**src/rtl/ttt_turn_ctrl.sv**
```systemverilog
// ttt_turn_ctrl: turn controller and move arbiter for a 3x3 tic-tac-toe board.
// Grants moves only to the player whose turn it is, rejects out-of-range or
// occupied cells, drives the cell-enable decoder (sel/wr_en/wr_mark), keeps a
// private copy of the board, detects win/draw and freezes until new_game.
// Optional feature: define TURN_TIMEOUT_EN to forfeit a turn after
// TIMEOUT_CYCLES idle cycles in WAIT; without it timeout is tied low.
module ttt_turn_ctrl #(
  parameter int unsigned TIMEOUT_CYCLES = 255
) (
  input  logic       clk,
  input  logic       rst_n,
  input  logic       new_game,
  input  logic       req_x,
  input  logic       req_o,
  input  logic [3:0] pos_x,
  input  logic [3:0] pos_o,
  output logic       ack_x,
  output logic       ack_o,
  output logic       rej_x,
  output logic       rej_o,
  output logic [3:0] sel,
  output logic       wr_en,
  output logic [1:0] wr_mark,
  output logic       turn,
  output logic       win_x,
  output logic       win_o,
  output logic       draw,
  output logic       game_over,
  output logic       timeout
);

  typedef enum logic [2:0] {
    S_WAIT,
    S_CHECK,
    S_WRITE,
    S_EVAL,
    S_OVER
  } state_e;

  state_e          state_q;
  logic [8:0][1:0] board_q;
  logic [3:0]      pos_q;
  logic            turn_q;
  logic            win_x_q;
  logic            win_o_q;
  logic            draw_q;
  logic            wr_en_q;
  logic [1:0]      wr_mark_q;
  logic            ack_x_q;
  logic            ack_o_q;

  logic            cur_req;
  logic [3:0]      cur_pos;
  logic [1:0]      mark;
  logic [15:0]     occ;
  logic            pos_bad;
  logic            full;
  logic            won;

  function automatic logic three(input logic [1:0] a, input logic [1:0] b,
                                 input logic [1:0] c, input logic [1:0] m);
    return (a == m) && (b == m) && (c == m);
  endfunction

  assign cur_req = turn_q ? req_o : req_x;
  assign cur_pos = turn_q ? pos_o : pos_x;
  assign mark    = turn_q ? 2'b10 : 2'b01;

  // Occupancy padded to 16 entries so any 4-bit pos_q indexes it safely.
  always_comb begin
    occ = '0;
    for (int unsigned i = 0; i < 9; i++) begin
      occ[i] = |board_q[i];
    end
  end

  assign pos_bad = (pos_q > 4'd8) || occ[pos_q];
  assign full    = &occ[8:0];

  // Eight winning lines checked for the mover's mark.
  always_comb begin
    won = three(board_q[0], board_q[1], board_q[2], mark) |
          three(board_q[3], board_q[4], board_q[5], mark) |
          three(board_q[6], board_q[7], board_q[8], mark) |
          three(board_q[0], board_q[3], board_q[6], mark) |
          three(board_q[1], board_q[4], board_q[7], mark) |
          three(board_q[2], board_q[5], board_q[8], mark) |
          three(board_q[0], board_q[4], board_q[8], mark) |
          three(board_q[2], board_q[4], board_q[6], mark);
  end

`ifdef TURN_TIMEOUT_EN
  localparam int unsigned CW = $clog2(TIMEOUT_CYCLES + 1);
  logic [CW-1:0] cnt_q;
  logic          timeout_q;
`endif

  // Main FSM: arbitration, board update, result evaluation, restart.
  always_ff @(posedge clk or negedge rst_n) begin
    if (!rst_n) begin
      state_q   <= S_WAIT;
      board_q   <= '0;
      pos_q     <= '0;
      turn_q    <= 1'b0;
      win_x_q   <= 1'b0;
      win_o_q   <= 1'b0;
      draw_q    <= 1'b0;
      wr_en_q   <= 1'b0;
      wr_mark_q <= '0;
      ack_x_q   <= 1'b0;
      ack_o_q   <= 1'b0;
`ifdef TURN_TIMEOUT_EN
      cnt_q     <= '0;
      timeout_q <= 1'b0;
`endif
    end else begin
      wr_en_q   <= 1'b0;
      wr_mark_q <= '0;
      ack_x_q   <= 1'b0;
      ack_o_q   <= 1'b0;
`ifdef TURN_TIMEOUT_EN
      timeout_q <= 1'b0;
      if (state_q != S_WAIT) begin
        cnt_q <= '0;
      end
`endif
      if (new_game) begin
        // Restart wins over everything, including a pending board write.
        state_q <= S_WAIT;
        board_q <= '0;
        turn_q  <= 1'b0;
        win_x_q <= 1'b0;
        win_o_q <= 1'b0;
        draw_q  <= 1'b0;
`ifdef TURN_TIMEOUT_EN
        cnt_q   <= '0;
`endif
      end else begin
        case (state_q)
          S_WAIT: begin
            if (cur_req) begin
              pos_q   <= cur_pos;
              state_q <= S_CHECK;
`ifdef TURN_TIMEOUT_EN
              cnt_q   <= '0;
            end else if (cnt_q == CW'(TIMEOUT_CYCLES - 1)) begin
              timeout_q <= 1'b1;
              turn_q    <= ~turn_q;
              cnt_q     <= '0;
            end else begin
              cnt_q <= cnt_q + CW'(1);
`endif
            end
          end
          S_CHECK: begin
            if (pos_bad) begin
              state_q <= S_WAIT;
            end else begin
              state_q   <= S_WRITE;
              wr_en_q   <= 1'b1;
              wr_mark_q <= mark;
              ack_x_q   <= ~turn_q;
              ack_o_q   <= turn_q;
            end
          end
          S_WRITE: begin
            for (int unsigned i = 0; i < 9; i++) begin
              if (pos_q == 4'(i)) begin
                board_q[i] <= mark;
              end
            end
            state_q <= S_EVAL;
          end
          S_EVAL: begin
            if (won) begin
              win_x_q <= ~turn_q;
              win_o_q <= turn_q;
              state_q <= S_OVER;
            end else if (full) begin
              draw_q  <= 1'b1;
              state_q <= S_OVER;
            end else begin
              turn_q  <= ~turn_q;
              state_q <= S_WAIT;
            end
          end
          S_OVER: begin
            state_q <= S_OVER;
          end
          default: begin
            state_q <= S_WAIT;
          end
        endcase
      end
    end
  end

  // Reject is decoded in CHECK so it appears one cycle after the sample edge.
  assign rej_x     = (state_q == S_CHECK) && pos_bad && !turn_q;
  assign rej_o     = (state_q == S_CHECK) && pos_bad && turn_q;
  assign ack_x     = ack_x_q;
  assign ack_o     = ack_o_q;
  assign sel       = pos_q;
  assign wr_en     = wr_en_q;
  assign wr_mark   = wr_mark_q;
  assign turn      = turn_q;
  assign win_x     = win_x_q;
  assign win_o     = win_o_q;
  assign draw      = draw_q;
  assign game_over = win_x_q | win_o_q | draw_q;
`ifdef TURN_TIMEOUT_EN
  assign timeout   = timeout_q;
`else
  assign timeout   = 1'b0;
`endif

endmodule

```
**config.mk**
```make
export PLATFORM = sky130hd
export DESIGN_NAME = ttt_turn_ctrl
export DESIGN_NICKNAME = d
export VERILOG_FILES = /design/src/rtl/ttt_turn_ctrl.sv
export SDC_FILE = /design/constraint.sdc
export NUM_CORES = 1
export LEC_CHECK = 0
export BUFFER_PORTS_ARGS = -buffer_cell sky130_fd_sc_hd__clkbuf_2
export CAP_MARGIN = 20
export CORE_AREA = 2 2 60 62
export DETAILED_ROUTE_END_ITERATION = 6
export DIE_AREA = 0 0 62 64
export PLACE_DENSITY = 0.88
export SLEW_MARGIN = 20
export SYNTH_ARGS = -nofsm -noshare
export SYNTH_HDL_FRONTEND = slang
export SYNTH_SLANG_ARGS = --single-unit
export TNS_END_PERCENT = 100
```
**constraint.sdc**
```tcl
create_clock -name clk -period 5.1 [get_ports clk]
set_clock_uncertainty 0.05 [all_clocks]
set_input_delay 0.51 -clock clk [delete_from_list [all_inputs] [get_ports clk]]
set_output_delay 0.51 -clock clk [all_outputs]
set_load 0.03 [all_outputs]
```
==> results.toml <==
[setup_path]
r2r_start = "state_q[0]"
critPathSlowestCell = "dfrtp_1"
cp_top_family = "flip-flops"
worst-path-max-fanout = 13
cp_num_buf_inv = 1
rrSetupSlack_ns = 2.89
crit_path_max_incr_delay_ns = 0.57
crit_path_end_kind = "primary output"
r2r_cells = 6
crit_chain = "mux4_2 > o22ai_1 > nand3_1 > nor2_1 > clkbuf_2"
cp.required_ns = 4.54
start_kind = "register"
r2r_end = "board_q[7]"
setup.worst_path.end = "rej_o"
critPathKind = "register to primary output"
cp_num_cells = 5
cp.arrival_ns = 2.08
cp-startpoint = "sel[0]"

[clocking]
cts_tree = "built"
clock-root-buffer = "clkbuf_4"
holdBufCountCts = 0
cts.sinks = 32
cts_resized = 0
cts.path.max_buffers = 2
htreeDepth = 2
clk_pin_slew_ns = 0.10
cts_setup_buffers = 0
clkLatencyLatePin_ns = 0.35
cts_buffers = 5

[layout]
area_delta_synth_final_pct = 11.2
layout-drive-gt1-share = 0.179
antenna_cells = 0
fin_nets = 252

[global_route]
grt_usage = 0.231
grt_overflow = 0
grt_first_pass_wirelength_um = 6740
grt_start_max_net_pins = 34
grt_pass1_vias = 1453
antenna_found_initial = 0

[die]
core-area_um2 = 3280
fp.dieH_um = 64
die_area_um2 = 3970
row_count = 21
start_util = 0.578
ioPinCount = 30
die_x_um = 62

[drt]
wl_per_cell_um = 14.0
wl_um = 4020
vias = 1631
drtIter0Drc = 190
via_per_inst = 5.70
drc = 0
ant_nets = 0
drt_first_pass_iters = 4

[logic_synthesis]
synth-edff-count = 0
synthCells = 216
synth_top_cell_area_share = 0.422
synth_xor_xnor_area_share = 0
synthSimpleGateAreaFrac = 0.310
async_flop_share = 1.00
synthAdderAreaFrac = 0
yosysTopAreaCell = "dfrtp_1"
syn_area_um2 = 1900
synth-compound-area-share = 0.113
muxShareOfSynthArea = 0.112
ys_ff_latch = 32
yosys-top-cells-area = "dfrtp_1 42%, mux2i_1 10%, nor2_1 6.5%"
synth_cell_types = 39
yosysMostFrequentCell = "nor2_1"
yosysSeqAreaShare = 0.422
ys_top_cells_by_count = "33 x nor2_1, 32 x dfrtp_1, 24 x nand2_1"
yosys_warnings = 0
synth_top_family_by_area = "simple AND/OR/NAND/NOR gates"
syn_nets = 229
synth_area_per_cell_um2 = 8.79
synth-main-ff-cell = "dfrtp_1"

[sta]
tightestPinTransition_ns = 0.916
finalHoldViolCount = 0
maxSlewHeadroom = 0.385
slew_viol_final = 0
post-route-period-util = 0.517
tns_ns = 0
rsz0062_at_grt = "false"
fmax_mhz = 379
fin_crit_ns = 2.64
setup_violations = 0

[flow_run]
maxCapViolations = 0

[power]
p_per_area_nw_per_um2 = 312
finalPower_uw = 659
irDropWorstVdd_v = 0.000160
p_leak_nw = 0.960

[worst_hold_path]
hold_class = "input port to asynchronous set/reset pin"

[placed_design]
dp_hpwl_um = 2880
portBuffers = 28
place.gp.congestion = 0.899

[status]
status = "finished clean"
[how the worst min path moves through the flow]
stage                             end  depth (start not counted)
after CTS                 board_q[11]                          1
after detailed placement         draw                          2
final                      board_q[4]                          1
after floorplan                 ack_o                          0
after global routing      board_q[16]                          1
after global placement           draw                          2
[cells by family (layout without fill, tap and decap cells)]
family | count (synthesis) | after routing
AOI/OAI and AO/OA | 34 | 34
and+or+nand+nor | 113 | 113
buffers and inverters | 16 | 40
muxes | 20 | 20
other | 1 | 1
DFF | 32 | 32
[flip-flops by register name (all words and copies together) (netlist names)]
| register | count |
|---|---|
| board_q | 18 |
| sel | 4 |
| state_q | 3 |
| ack_o | 1 |
| ack_x | 1 |
| draw | 1 |
| turn | 1 |
| win_o | 1 |
| win_x | 1 |
| wr_en | 1 |
[layer usage]
metal	GRT usage	up-vias	share of wire	routed length, um
met5	0	-	0	0
met4	0.104	0	0.018	73
met3	0.0526	8	0.053	214
met2	0.344	54	0.49	1960
met1	0.313	764	0.44	1770
li1	-	805	-	-
[through the flow]
step	instances	hold WS (ns)	cell area, um2	worst slack, ns	util
after floorplan	216	0.164	1900	2.73	-
after CTS	286	0.212	2110	2.46	0.643
after global placement	278	0.463	2040	2.87	0.620
after detailed placement	278	0.481	2040	2.85	0.620
final	286	0.176	2110	2.46	0.643
after global routing	286	0.247	2110	2.23	0.643
[worst register-to-register path, cell delays in order, from the launching register on]
cell and delay, ns:
dfrtp_1 0.46, nor2_1 0.20, nand2_1 0.13, nor3_1 0.72, nand3_1 0.26, mux2i_1 0.21
nor2_1 0.06
[area by class of cell]
cell class,instances,area [um2]
Clock inverter,2,35.0
Timing Repair Buffer,29,148
Clock buffer,6,41.3
Inverter,3,11.3
Sequential cell,32,801
Fill cell,272,1170
Multi-Input combinational cell,168,1020
Tap cell,46,57.6
[where the power goes]
group	internal, mW	leakage, nW	switching [mW]	total (mW)
combinational	0.0548	0.480	0.107	0.162
clock	0.103	0.0422	0.0897	0.192
sequential	0.272	0.439	0.0327	0.305
total	0.430	0.960	0.230	0.659
[layout by cell type, fill, tap and decap left out, drive strengths merged, types with 2 or more instances in the layout]
cell and n:
clkbuf 34, nor2 33, dfrtp 32, nand2 24, mux2i 19, a21oi 12
nand2b 11, o22ai 8, nand3 8, nor3 8, nand3b 7, o21ai 6
or3 5, nor2b 4, inv 3, a211oi 3, nor3b 3, and3b 2
or3b 2, nor4b 2, or2 2
Note: power is estimated with default switching activity, not from simulation.
